**src/rtl/yarc_pkg.sv**
```systemverilog
// rtl/yarc_pkg.sv - shared encodings for the ctrl_seq control sequencer
// Holds the state encoding, wb_sel/pc_sel/trap_cause codes, the instype
// one-hot bit positions, the default wait timeout and a one-hot helper.
package yarc_pkg;

    localparam int TIMEOUT_DEF = 15;

    typedef enum logic [2:0] {
        S_FETCH  = 3'd0,
        S_DECODE = 3'd1,
        S_EXEC   = 3'd2,
        S_MEM    = 3'd3,
        S_WB     = 3'd4,
        S_TRAP   = 3'd5
    } state_t;

    localparam logic [1:0] WB_ALU = 2'b00;
    localparam logic [1:0] WB_MEM = 2'b01;
    localparam logic [1:0] WB_PC4 = 2'b10;
    localparam logic [1:0] WB_IMM = 2'b11;

    localparam logic [1:0] PC_SEQ = 2'b00;
    localparam logic [1:0] PC_REL = 2'b01;
    localparam logic [1:0] PC_REG = 2'b10;

    localparam logic [1:0] CAUSE_NONE    = 2'b00;
    localparam logic [1:0] CAUSE_ILLEGAL = 2'b01;
    localparam logic [1:0] CAUSE_TIMEOUT = 2'b10;

    localparam int IT_W      = 9;
    localparam int IT_REG    = 0;
    localparam int IT_IMM    = 1;
    localparam int IT_STORE  = 2;
    localparam int IT_LOAD   = 3;
    localparam int IT_BRANCH = 4;
    localparam int IT_LUI    = 5;
    localparam int IT_AUIPC  = 6;
    localparam int IT_JAL    = 7;
    localparam int IT_JALR   = 8;

    function automatic logic is_onehot(input logic [IT_W-1:0] v);
        return (v != '0) && ((v & (v - 9'd1)) == '0);
    endfunction

endpackage

```
**src/rtl/wait_timer.sv**
```systemverilog
// rtl/wait_timer.sv - wait-cycle counter flagging the last allowed wait cycle
// Ports: i_clk, i_rst (async, active-high), i_clear (zero the count),
//        i_enable (count this cycle), o_done (this is wait cycle TIMEOUT).
import yarc_pkg::*;

module wait_timer #(
    parameter int TIMEOUT = TIMEOUT_DEF
) (
    input  logic i_clk,
    input  logic i_rst,
    input  logic i_clear,
    input  logic i_enable,
    output logic o_done
);

    localparam int W = $clog2(TIMEOUT + 1);
    localparam logic [W-1:0] LAST = W'(TIMEOUT - 1);

    logic [W-1:0] r_cnt;

    always_ff @(posedge i_clk or posedge i_rst) begin
        if (i_rst) begin
            r_cnt <= '0;
        end else if (i_clear) begin
            r_cnt <= '0;
        end else if (i_enable) begin
            r_cnt <= r_cnt + 1'b1;
        end
    end

    // Asserted during the cycle whose missing ack would bring the count to TIMEOUT.
    assign o_done = i_enable && (r_cnt == LAST);

endmodule

```
**src/rtl/ctrl_seq.sv**
```systemverilog
// rtl/ctrl_seq.sv - multi-cycle instruction control sequencer with traps
// Ports: i_clk, i_rst (async, active-high); fetch o_imem_req/i_imem_ack/o_ir_load;
//        decode i_instype (one-hot), i_ren, i_wen, i_br_taken; data
//        o_dmem_req/o_dmem_we/i_dmem_ack; writeback o_rf_wen/o_wb_sel;
//        PC o_pc_load/o_pc_sel; status o_trap/o_trap_cause/o_state.
import yarc_pkg::*;

module ctrl_seq #(
    parameter int TIMEOUT = TIMEOUT_DEF
) (
    input  logic            i_clk,
    input  logic            i_rst,
    output logic            o_imem_req,
    input  logic            i_imem_ack,
    output logic            o_ir_load,
    input  logic [IT_W-1:0] i_instype,
    input  logic            i_ren,
    input  logic            i_wen,
    input  logic            i_br_taken,
    output logic            o_dmem_req,
    output logic            o_dmem_we,
    input  logic            i_dmem_ack,
    output logic            o_rf_wen,
    output logic [1:0]      o_wb_sel,
    output logic            o_pc_load,
    output logic [1:0]      o_pc_sel,
    output logic            o_trap,
    output logic [1:0]      o_trap_cause,
    output logic [2:0]      o_state
);

    state_t     r_state;
    state_t     w_next;
    logic [1:0] r_cause;
    logic [1:0] w_cause;
    // Class flags captured in EXEC so MEM/WB do not depend on the decoder holding its output.
    logic       r_load;
    logic       r_we;
    logic       r_lui;
    logic       r_jal;
    logic       r_jalr;

    logic       w_ir_load;
    logic       w_pc_load;
    logic       w_rf_wen;
    logic [1:0] w_pc_sel;
    logic       w_tmr_en;
    logic       w_tmr_clr;
    logic       w_tmr_done;
    logic       w_run;

    assign w_run     = !i_rst;
    assign w_tmr_en  = ((r_state == S_FETCH) && !i_imem_ack) ||
                       ((r_state == S_MEM)   && !i_dmem_ack);
    assign w_tmr_clr = (w_next != r_state) && ((w_next == S_FETCH) || (w_next == S_MEM));

    wait_timer #(.TIMEOUT(TIMEOUT)) u_wait_timer (
        .i_clk    (i_clk),
        .i_rst    (i_rst),
        .i_clear  (w_tmr_clr),
        .i_enable (w_tmr_en),
        .o_done   (w_tmr_done)
    );

    always_ff @(posedge i_clk or posedge i_rst) begin
        if (i_rst) begin
            r_state <= S_FETCH;
            r_cause <= CAUSE_NONE;
            r_load  <= 1'b0;
            r_we    <= 1'b0;
            r_lui   <= 1'b0;
            r_jal   <= 1'b0;
            r_jalr  <= 1'b0;
        end else begin
            r_state <= w_next;
            if (r_state == S_EXEC) begin
                r_load <= i_instype[IT_LOAD];
                r_we   <= i_wen;
                r_lui  <= i_instype[IT_LUI];
                r_jal  <= i_instype[IT_JAL];
                r_jalr <= i_instype[IT_JALR];
            end
            if ((r_state != S_TRAP) && (w_next == S_TRAP)) begin
                r_cause <= w_cause;
            end
        end
    end

    always_comb begin
        w_next    = r_state;
        w_cause   = CAUSE_NONE;
        w_ir_load = 1'b0;
        w_pc_load = 1'b0;
        w_rf_wen  = 1'b0;
        w_pc_sel  = PC_SEQ;
        case (r_state)
            S_FETCH: begin
                // An ack in the final wait cycle still wins over the timeout.
                if (i_imem_ack) begin
                    w_ir_load = 1'b1;
                    w_next    = S_DECODE;
                end else if (w_tmr_done) begin
                    w_next  = S_TRAP;
                    w_cause = CAUSE_TIMEOUT;
                end
            end
            S_DECODE: w_next = S_EXEC;
            S_EXEC: begin
                if (!is_onehot(i_instype) || (i_ren && i_wen)) begin
                    w_next  = S_TRAP;
                    w_cause = CAUSE_ILLEGAL;
                end else if (i_instype[IT_LOAD] || i_instype[IT_STORE]) begin
                    w_next = S_MEM;
                end else if (i_instype[IT_BRANCH]) begin
                    w_pc_load = 1'b1;
                    w_pc_sel  = i_br_taken ? PC_REL : PC_SEQ;
                    w_next    = S_FETCH;
                end else begin
                    w_next = S_WB;
                end
            end
            S_MEM: begin
                if (i_dmem_ack) begin
                    if (r_load) begin
                        w_next = S_WB;
                    end else begin
                        w_pc_load = 1'b1;
                        w_next    = S_FETCH;
                    end
                end else if (w_tmr_done) begin
                    w_next  = S_TRAP;
                    w_cause = CAUSE_TIMEOUT;
                end
            end
            S_WB: begin
                w_rf_wen  = 1'b1;
                w_pc_load = 1'b1;
                if (r_jal) begin
                    w_pc_sel = PC_REL;
                end else if (r_jalr) begin
                    w_pc_sel = PC_REG;
                end
                w_next = S_FETCH;
            end
            S_TRAP:  w_next = S_TRAP;
            default: w_next = S_FETCH;
        endcase
    end

    // Reset parks the state in FETCH; gating keeps fetch request and strobes low while held.
    assign o_imem_req   = w_run && (r_state == S_FETCH);
    assign o_ir_load    = w_run && w_ir_load;
    assign o_pc_load    = w_run && w_pc_load;
    assign o_rf_wen     = w_run && w_rf_wen;
    assign o_pc_sel     = w_pc_sel;
    assign o_dmem_req   = (r_state == S_MEM);
    assign o_dmem_we    = (r_state == S_MEM) && r_we;
    assign o_trap       = (r_state == S_TRAP);
    assign o_trap_cause = r_cause;
    assign o_state      = r_state;

    // reg/imm/auipc fall through to the ALU result.
    always_comb begin
        o_wb_sel = WB_ALU;
        if (r_state == S_WB) begin
            if (r_load) begin
                o_wb_sel = WB_MEM;
            end else if (r_lui) begin
                o_wb_sel = WB_IMM;
            end else if (r_jal || r_jalr) begin
                o_wb_sel = WB_PC4;
            end
        end
    end

endmodule

```
**config.mk**
```make
export PLATFORM = sky130hd
export DESIGN_NAME = ctrl_seq
export DESIGN_NICKNAME = d
export VERILOG_FILES = /design/src/rtl/yarc_pkg.sv /design/src/rtl/wait_timer.sv /design/src/rtl/ctrl_seq.sv
export SDC_FILE = /design/constraint.sdc
export NUM_CORES = 1
export LEC_CHECK = 0
export ABC_AREA = 1
export CORE_ASPECT_RATIO = 1.1
export CORE_UTILIZATION = 50
export DETAILED_ROUTE_END_ITERATION = 10
export HOLD_SLACK_MARGIN = 0.08
export PLACE_DENSITY_LB_ADDON = 0.08
export SETUP_SLACK_MARGIN = 0.05
export SYNTH_ARGS = -nofsm -noshare
export SYNTH_HDL_FRONTEND = slang
export SYNTH_SLANG_ARGS = --single-unit
```
**constraint.sdc**
```tcl
create_clock -name i_clk -period 3.4 [get_ports i_clk]
set_input_delay 0.68 -clock i_clk [delete_from_list [all_inputs] [get_ports i_clk]]
set_output_delay 0.68 -clock i_clk [all_outputs]
set_load 0.01 [all_outputs]
```
After elaboration in Yosys (flattened, before gate mapping)
Index checks and enable logic that the tools add are counted.
{ "op_classes": {"mux": 35, "n_shift": 0, "bitwise_logic": 1, "addsub": 2, "n_mul": 0, "n_div": 0, "eq_ne": 10, "magnitude_cmp": 0, "n_reduce_logical": 26} }
{ "op_table": {"columns": ["operator", "count"], "rows": [
  ["two-way mux 3 bit", 7],
  ["two-way mux 2 bit", 9],
  ["case mux 3 bit (5 select lines)", 1],
  ["two-way mux 1 bit", 13],
  ["logical AND 1 bit", 12],
  ["AND 9 bit", 1],
  ["equality test 3 x 2 -> 1 bit (second input constant)", 3],
  ["equality test 3 bit (second input constant)", 3],
  ["zero test 9 bit", 1],
  ["nonzero test 9 bit", 1],
  ["subtractor 9 x 1 -> 9 bit (second input constant)", 1],
  ["two-way mux 4 bit", 2],
  ["zero test 3 bit", 2],
  ["case mux 2 bit (3 select lines)", 1],
  ["logical OR 1 bit", 5],
  ["adder 4 x 1 -> 4 bit (second input constant)", 1],
  ["equality test 4 bit (second input constant)", 1],
  ["zero test 1 bit", 4],
  ["case mux 2 bit (2 select lines)", 1],
  ["equality test 3 x 1 -> 1 bit (second input constant)", 1],
  ["inequality test 3 bit", 1],
  ["inequality test 3 bit (second input constant)", 1],
  ["case mux 1 bit (3 select lines)", 1],
  ["nonzero test 2 bit", 1]
]} }
{ "word_totals": {"latchBits": 0, "regBits": 14, "elab_cells": 82, "out_inout_bits": 16, "rom_bits": 0, "n_memories": 0, "ram_bits": 0} }

Longest topological paths before layout
{ "logic_depth": {"depth_word": 12, "depth_mapped": 14} }

Modules after synthesis
Synthesis repeated with hierarchy kept, for this count alone.
{ "unflattened": {"hier_cells": 166, "area_unflattened_um2": 1088.5} }
{ "modules_own_cells": {"columns": ["mod", "cells_each", "n_inst", "area_each_um2"], "rows": [
  ["ctrl_seq", 139, 1, 859.6],
  ["wait_timer", 27, 1, 229.0]
]} }

Worst setup path before layout
OpenSTA, ideal clock, no wires.
{ "synth_path": {"kind": "input-to-output", "startpoint": "in i_instype[3]", "endpoint": "out o_pc_sel[0]", "path_slack_ns": 1.141, "t_required_ns": 2.720, "arrival_time_ns": 1.579, "stages": 7, "n_path_buf": 0, "cell_sequence": "nor2_1 > inv_1 > o21ai_0 > nand2_1 > nor2_1 > nand3_1 > o21ai_0"} }
{ "synth_between": {"elab_chain_len": 8} }
{ "synth_rtl": {"columns": ["element", "line_no", "rtl"], "rows": [
  ["start: declaration", "ctrl_seq.sv:16", "input logic [IT_W-1:0] i_instype,"],
  ["subtractor 9 x 1 -> 9 bit", "yarc_pkg.sv:42", "return (v != '0) && ((v & (v - 9'd1)) == '0);"],
  ["AND 9 bit", "yarc_pkg.sv:42", null],
  ["zero test 9 bit", "yarc_pkg.sv:42", null],
  ["logical AND 1 bit", "yarc_pkg.sv:42", null],
  ["zero test 1 bit", "ctrl_seq.sv:109", "if (!is_onehot(i_instype) || (i_ren && i_wen)) begin"],
  ["logical OR 1 bit", "ctrl_seq.sv:109", null],
  ["two-way mux 1 bit *", "ctrl_seq.sv:109", null],
  ["case mux 2 bit (2 select lines) *", "ctrl_seq.sv:96", "case (r_state)"],
  ["end: declaration", "ctrl_seq.sv:26", "output logic [1:0] o_pc_sel,"]
]} }
Every way passes the cells marked *; elsewhere a longest branch is shown, timed or not.

Worst setup path in the final report
Same ends and word-level chain as after synthesis.

==> results by group <==
Clock tree
  • Clock tree buffer depth: 2
  • # Post-CTS Setup Buffers: 0
  • Clock latency on the worst-skew pair: 0.29 ns
  • Post-CTS Resized: 0
  • Root Buffer: clkbuf_4
  • Clock Sinks: 14
  • CTS clk-pin slew, worst paths: 0.10 ns
  • Post-cts hold buffer count: 0
  • H-Tree Depth: 1
  • TritonCTS Buffers: 3
  • CTS tree: built

Critical path
  • CP max stage cell: clkdlybuf4s50_1
  • Crit path required time: 2.72 ns
  • R2R Setup Slk: 1.60 ns
  • CP cell instances: clkdlybuf4s50_1, nor2_2, inv_1, o21ai_0, nand2_1, nor2_1, nand3_1, o21ai_0, dlymetal6s2s_1
  • CP Capture Type: primary output
  • Worst r2r path cells: 12
  • Cell mode on critical path: o21ai_0
  • Max FO, Critical Path: 3
  • Biggest cell delay along the critical path: 0.44 ns
  • FF-to-FF Start: o_state[1]
  • Worst EP arrival: 2.24 ns
  • Worst setup path class: input port to primary output
  • Reg2reg end: u_wait_timer.r_cnt[0]
  • Worst setup SP type: input port

Floorplanning
  • # IOs: 32
  • DIE AREA: 2330 um^2
  • Row Count: 17
  • Die Y: 50.5 um
  • Die span in x: 46.1 um
  • Initial Utilization: 53.0%
  • Total core area: 2020 um^2

Timing
  • Slew headroom: 63.3%
  • Setup TNS: 0 ns
  • Unrepaired setup endpoints after global routing: no
  • Minimum clock period: 2.92 ns
  • Max Transition Viols Final: 0
  • Final setup fails: 0
  • Fmax: 0.343 GHz
  • Worst-margin pin slew: 0.549 ns
  • Clock Skew: 0.00176 ns
  • Final worst path period share: 85.8%
  • Fin. Hold Viols: 0
  • Setup ws final: 0.482 ns

Final layout
  • Ant diodes: 0
  • Nets: 215
  • Fill count: 182
  • Share of cells above drive strength 1: 12.2%
  • Area growth, synth to finish: 36.6%
  • Non-filler cells, final: 224
  • Core Util, Final: 72.4%

Place
  • IO Port Bufs: 31
  • Detailed-placement wirelength estimate: 2.04 mm
  • Dpl cells: 220
  • DP Worst Slack: 0.107 ns
  • GP Congestion: 0.896

Global route
  • Vias in the first global route: 1018
  • First-pass GRT wire length: 4.19 mm
  • Initial antenna violation count: 0
  • Largest net degree at the start of global routing: 15
  • All-Layer GR Usage: 24.9%
  • Final global-route overflow total: 0

Logic synthesis
  • Library cells used by synthesis: 20
  • Seq/Total Area, Yosys: 32.7%
  • FF+latch count, synth: 14
  • Synthesized area per cell: 6.65 um^2
  • Yosys warnings: 0
  • Most area-consuming cells after synthesis: dfrtp_1, nand2_1, nor2_1
  • Yosys top cell by area: dfrtp_1
  • Syn Inst Count: 161
  • Syn nets: 179
  • Yosys top cell area share: 32.7%
  • Mapped Area: 1070 um^2

Worst hold path
  • Hold endpoint: o_trap_cause[0]
  • Hold_sp: o_trap_cause[0]
  • Worst hold path type: flop to flop
  • Worst Hold Depth: 2

Run status
  • Outcome: finished clean

Drt
  • DRT Pass-1 Iters: 4
  • # DRC: 0
  • DR vias: 1122
  • Via/cell ratio: 5.01
  • Routed Antenna Nets: 0
  • 1st-iter DRT viols: 26
  • Final wirelength: 2.52 mm
  • Drt wl/cell: 11.2 um

Power and ir drop
  • VDD IR max: 0.371 mV
  • Leakage: 0.796 nW
  • PD cells: 701 nW/um^2
  • Total power draw: 0.00103 W

Run
  • Max cap viols: 0
-- how the worst max path moves through the flow --
stage	start	to	slack (ns)	depth (start not counted)
final	i_instype[3]	o_pc_sel[0]	0.48	9
after global routing	i_instype[2]	o_pc_sel[0]	0.33	9
after CTS	i_instype[2]	o_pc_sel[0]	0.11	9
after detailed placement	i_instype[2]	o_pc_sel[0]	0.11	9
after global placement	i_instype[2]	o_pc_sel[0]	0.21	9
after floorplan	i_instype[3]	o_pc_sel[0]	1.14	7
-- report_power, final --
part | internal [W] | total [W] | switching, W | leakage (nW)
Clock | 0.0000652 | 0.000128 | 0.0000632 | 0.0210
Combinational | 0.000248 | 0.000586 | 0.000338 | 0.598
Sequential | 0.000235 | 0.000312 | 0.0000769 | 0.177
-- Yosys cell counts --
| cell type | instances |
|---|---|
| nand2_1 | 40 |
| nor2_1 | 30 |
| inv_1 | 27 |
| dfrtp_1 | 14 |
| nand3_1 | 9 |
| o21ai_0 | 8 |
| nand2_2 | 5 |
| nor3_1 | 4 |
| nand2_4 | 3 |
| nand4_1 | 3 |
| nor2_4 | 3 |
| xor2_1 | 3 |
| a21oi_1 | 2 |
| a21oi_2 | 2 |
| ha_1 | 2 |
| nand3_2 | 2 |
| inv_2 | 1 |
| inv_4 | 1 |
| nand3_4 | 1 |
| o21bai_1 | 1 |
-- metrics by stage --
stage	hold WS, ns	area, um^2
floorplan	0.472	1070
global placement	0.460	1420
detailed placement	0.462	1420
CTS	0.487	1450
global route	0.533	1460
finish	0.483	1460
-- logic make-up (layout without fill, tap and decap cells) --
group	count (synthesis)	after routing	share of synthesized area, %
and+or+nand+nor	100	100	45.1
DFF	14	14	32.7
xor gates and xnor gates	3	3	2.45
buffers and inverters	29	64	10.4
AOI/OAI and AO/OA	13	13	7.01
adders and majority gates	2	2	2.34
-- flip-flops by register name, indices dropped and copies added, names as in the netlist --
name and cells:
o_state 3, o_trap_cause 2, r_jal 1, r_jalr 1
r_load 1, r_lui 1, r_we 1, u_wait_timer.r_cnt 4
-- cells in the final DEF (no fill, tap or decap), types with 2 or more instances in the layout --
master,count
a21oi_1,2
nor2_1,29
ha_1,2
dfrtp_1,14
inv_1,27
dlymetal6s2s_1,2
nand4_1,3
nand3_1,9
nand2_4,3
a21oi_2,2
nand2_1,39
clkdlybuf4s50_1,29
o21ai_0,8
xor2_1,3
clkbuf_4,3
nand2_2,6
nand3_2,2
nor3_1,4
nor2_4,3
-- worst max-delay path, delay by kind of cell --
kind / cells / cell delay [ns]
and+or+nand+nor: 4 / 0.51
buffers and inverters: 3 / 0.72
AOI/OAI and AO/OA: 2 / 0.33
-- cell type report --
type / instances / area [um^2] / share of cell area [%]
Multi-Input combinational cell: 118 / 614 / 42.0
Clock buffer: 4 / 36.3 / 2.48
Tap cell: 28 / 35.0 / 2.40
Inverter: 29 / 111 / 7.61
Timing Repair Buffer: 31 / 315 / 21.6
Sequential cell: 14 / 350 / 24.0
-- per-layer routing --
metal | up-vias | part of all wire, % | GRT usage, %
li1 | 565 | - | -
met4 | 0 | 1.6 | 5.88
met2 | 45 | 53 | 45.8
met3 | 6 | 4.5 | 4.32
met1 | 506 | 40 | 28.5
met5 | - | 0 | 0
No activity file was read; power rests on OpenSTA's default activity.
==> edit 1, RTL diff (config.mk and constraints unchanged) <==
Set the package constant `TIMEOUT_DEF` to 14 (it was 15).
--- a/src/rtl/yarc_pkg.sv
+++ b/src/rtl/yarc_pkg.sv
@@ -4,5 +4,5 @@
 package yarc_pkg;
 
-    localparam int TIMEOUT_DEF = 15;
+    localparam int TIMEOUT_DEF = 14;
 
     typedef enum logic [2:0] {
Formal check against the unedited RTL: no difference found for any inputs over 10 cycles, from zero or initial values and one cycle with i_rst high; that may be too few to reach the edited logic, so the function may still have changed.
==> edit 1 against the original RTL <==
- worst setup slack improved by 28 ps
- area after synthesis decreased by 1.3%
- largest cell class unchanged
- count of clock-buffer cells in the layout unchanged
- sequential cell count unchanged
- critical path type unchanged
- routed wire length increased by 2.3%
- highest routed layer unchanged
- design area decreased by 1.3%
- power decreased by 2.5%
==> edit 1: results <==
{
  "ir_drop_mv": 0.452,
  "hold_path_end": "o_trap_cause[1]",
  "path_delay_family": "buffers and inverters",
  "r2r_slack_ps": 1600,
  "largest_register_ff_count": 4,
  "synthMuxAreaShare": 0,
  "synth_top_family_by_area": "simple AND/OR/NAND/NOR gates",
  "clkTransAtPathRegs_ps": 90,
  "grt_first_pass_wirelength_um": 4310,
  "yosys.area_share.adder": 0.0237,
  "run_status": "completed",
  "internal_power_mw": 0.541,
  "cp_slowest_stage_delay_ps": 430,
  "startpoint": "i_instype[2]",
  "portBuffers": 31,
  "fin_crit_ps": 2890,
  "reg2reg_to": "u_wait_timer.r_cnt[3]",
  "syn_area_per_cell_um2": 6.57,
  "finish.utilization": 0.722,
  "synthXorXnorAreaFrac": 0.0249,
  "worst_pin_slew_ps": 569,
  "wl_um": 2570,
  "reg2reg_from": "o_state[2]",
  "synthFlopType": "dfrtp_1",
  "gp_congestion": 0.927,
  "dr.first_iter.drc_count": 29,
  "place_hpwl_um": 2040,
  "postPlaceCellArea_um2": 1400,
  "post-place-ws_ps": 154,
  "root_buffer": "clkbuf_4",
  "hold_slack_ps": 485,
  "final_nets": 215,
  "p_leak_nw": 0.790,
  "fillers": 180,
  "critPathMaxFanout": 4,
  "synth_nets": 179,
  "yosys.cell_types.count": 22,
  "synth_area_leaders": "dfrtp_1 (33%), nand2_1 (15%), nor2_1 (11%)",
  "whs_path_depth": 2,
  "async_flop_share": 1.00,
  "wl_per_cell_um": 11.5,
  "synth-compound-area-share": 0.0675,
  "hold_path_class": "reg2reg",
  "grt_usage": 0.255,
  "vias_per_cell": 4.88,
  "dr.pass1.iters": 4,
  "ys_seq_area_frac": 0.331,
  "drive_above_1_share": 0.0969,
  "synth_common_cells": "nand2_1 (42), nor2_1 (30), inv_1 (27)",
  "grt_pass1_vias": 1059,
  "holdCritStartpoint": "o_trap_cause[1]",
  "finClkSkew_ps": 5.38,
  "critPathArrivalTime_ps": 2210
}
## edit 1: per-layer routing
| layer | vias up | share of wire | GRT usage |
|---|---|---|---|
| met4 | 0 | 0.0086 | 0.0833 |
| li1 | 567 | - | - |
| met1 | 495 | 0.42 | 0.292 |
| met5 | - | 0 | 0 |
| met2 | 26 | 0.54 | 0.458 |
| met3 | 4 | 0.031 | 0.0432 |
## edit 1: cell type report
cell class,count,share of cell area
Multi-Input combinational cell,118,0.412
Sequential cell,14,0.243
Timing Repair Buffer,31,0.218
Inverter,29,0.0771
Clock buffer,4,0.0251
Tap cell,28,0.0243
## edit 1: power by group through the flow
stage | sequential [mW] | combinational [mW] | clock [mW]
after floorplan | 0.307 | 0.378 | 0
after global placement | 0.312 | 0.552 | 0
after detailed placement | 0.315 | 0.564 | 0
after CTS | 0.312 | 0.568 | 0.125
after global routing | 0.322 | 0.637 | 0.133
final | 0.314 | 0.564 | 0.123
==> edit 2, RTL diff (same flow settings) <==
Made on the original files. Make the reset (`i_rst`) synchronous in 2 clocked blocks. Comments in the files are not updated.
--- a/src/rtl/wait_timer.sv
+++ b/src/rtl/wait_timer.sv
@@ -19,5 +19,5 @@
     logic [W-1:0] r_cnt;
 
-    always_ff @(posedge i_clk or posedge i_rst) begin
+    always_ff @(posedge i_clk) begin
         if (i_rst) begin
             r_cnt <= '0;
--- a/src/rtl/ctrl_seq.sv
+++ b/src/rtl/ctrl_seq.sv
@@ -63,5 +63,5 @@
     );
 
-    always_ff @(posedge i_clk or posedge i_rst) begin
+    always_ff @(posedge i_clk) begin
         if (i_rst) begin
             r_state <= S_FETCH;
Function: differs if i_rst is asserted again (counterexample within 4 cycles, from zero or initial values and one cycle with i_rst high); with i_rst held inactive, the same outputs for 10 cycles.
==> edit 2 against the original RTL <==
- power shrank 32%
- critical path depth grew 2
- area after synthesis shrank 4.1%
- count of clock-buffer cells in the layout is the same
- cell count is the same
- sequential cell count is the same
- first-iteration DRC count shrank 7.7%
- design area shrank 2.9%
- sequential power shrank 27%
- worst setup slack lost 230 ps
- clock skew grew 6.1 ps
- register-to-register slack gained 20 ps
- routed wire length grew 3.9%
- largest power group unchanged
==> edit 2: results <==
{
  "run_status": "completed",
  "reg2reg_to": "u_wait_timer.r_cnt[0]",
  "core_um2": 1860,
  "ir_drop_mv": 0.325,
  "multi_input_area_share": 0.448,
  "nonClkBufAreaFrac": 0.237,
  "finClkSkew_ps": 7.90,
  "holdCritStartpoint": "r_we",
  "multi_input_area_um2": 636,
  "synth_area_leaders": "dfxtp_1 (27%), nand2_1 (12%), nor2_1 (9.5%)",
  "register_area_um2": 280,
  "comb-power_mw": 0.344,
  "syn_area_per_cell_um2": 6.38,
  "place_hpwl_um": 2020,
  "dr.first_iter.drc_count": 24,
  "yosys.cell_types.count": 27,
  "drive_above_1_share": 0.142,
  "r2r_slack_ps": 1620,
  "grt_max_degree": 13,
  "critPathArrivalTime_ps": 2470,
  "multi_input_gates": 119,
  "worst_pin_slew_ps": 327,
  "wl_um": 2610,
  "hold_path_end": "r_we",
  "critPathMaxFanout": 6,
  "vias": 1152,
  "startpoint": "i_instype[2]",
  "wl_per_cell_um": 11.7,
  "power.density_nw_per_um2": 492,
  "synth_common_cells": "nand2_1 (33), nor2_1 (26), inv_1 (23)",
  "cp-endpoint": "o_pc_load",
  "async_flop_share": 0,
  "grt_first_pass_wirelength_um": 4140,
  "grt_pass1_vias": 1055,
  "pg_seq_mw": 0.227,
  "fillers": 162,
  "ys_seq_area_frac": 0.273,
  "cp_slowest_stage_delay_ps": 490,
  "gp_congestion": 0.910,
  "r2r_cells": 11,
  "final_nets": 216,
  "signal_buffers": 34,
  "nNonClkInverters": 26,
  "hold_slack_ps": 458,
  "p_leak_nw": 0.659,
  "grt_usage": 0.241,
  "fin_crit_sh": 0.926,
  "clk_share": 0.0256,
  "swShare": 0.418,
  "postPlaceCellArea_um2": 1370,
  "synth_largest_type_area_fraction": 0.273
}
-- edit 2: changes by cell type after synthesis, sizes merged, moves of 2 or more --
| cell | before | now |
|---|---|---|
| dfrtp | 14 | 0 |
| dfxtp | 0 | 14 |
| nand2 | 48 | 41 |
| a21oi | 4 | 7 |
| inv | 29 | 26 |
| nand3 | 12 | 15 |
| a31oi | 0 | 2 |
| xnor2 | 0 | 2 |
| xor2 | 3 | 1 |
-- edit 2: kinds of logic (layout without fill, tap and decap cells) --
family                     after synthesis  in the layout  synth area share
AOI/OAI and AO/OA                       20             20             0.108
xor gates and xnor gates                 3              3            0.0256
adders and majority gates                2              2            0.0244
buffers and inverters                   28             64             0.108
DFF                                     14             14             0.273
and+or+nand+nor                         94             94             0.460
-- edit 2: layer usage --
layer | track usage | up-vias | routed length (um)
met1 | 0.275 | 519 | 1090
met3 | 0.0513 | 8 | 135
met2 | 0.435 | 44 | 1350
met4 | 0.0657 | 0 | 40
met5 | 0 | - | 0
li1 | - | 581 | -
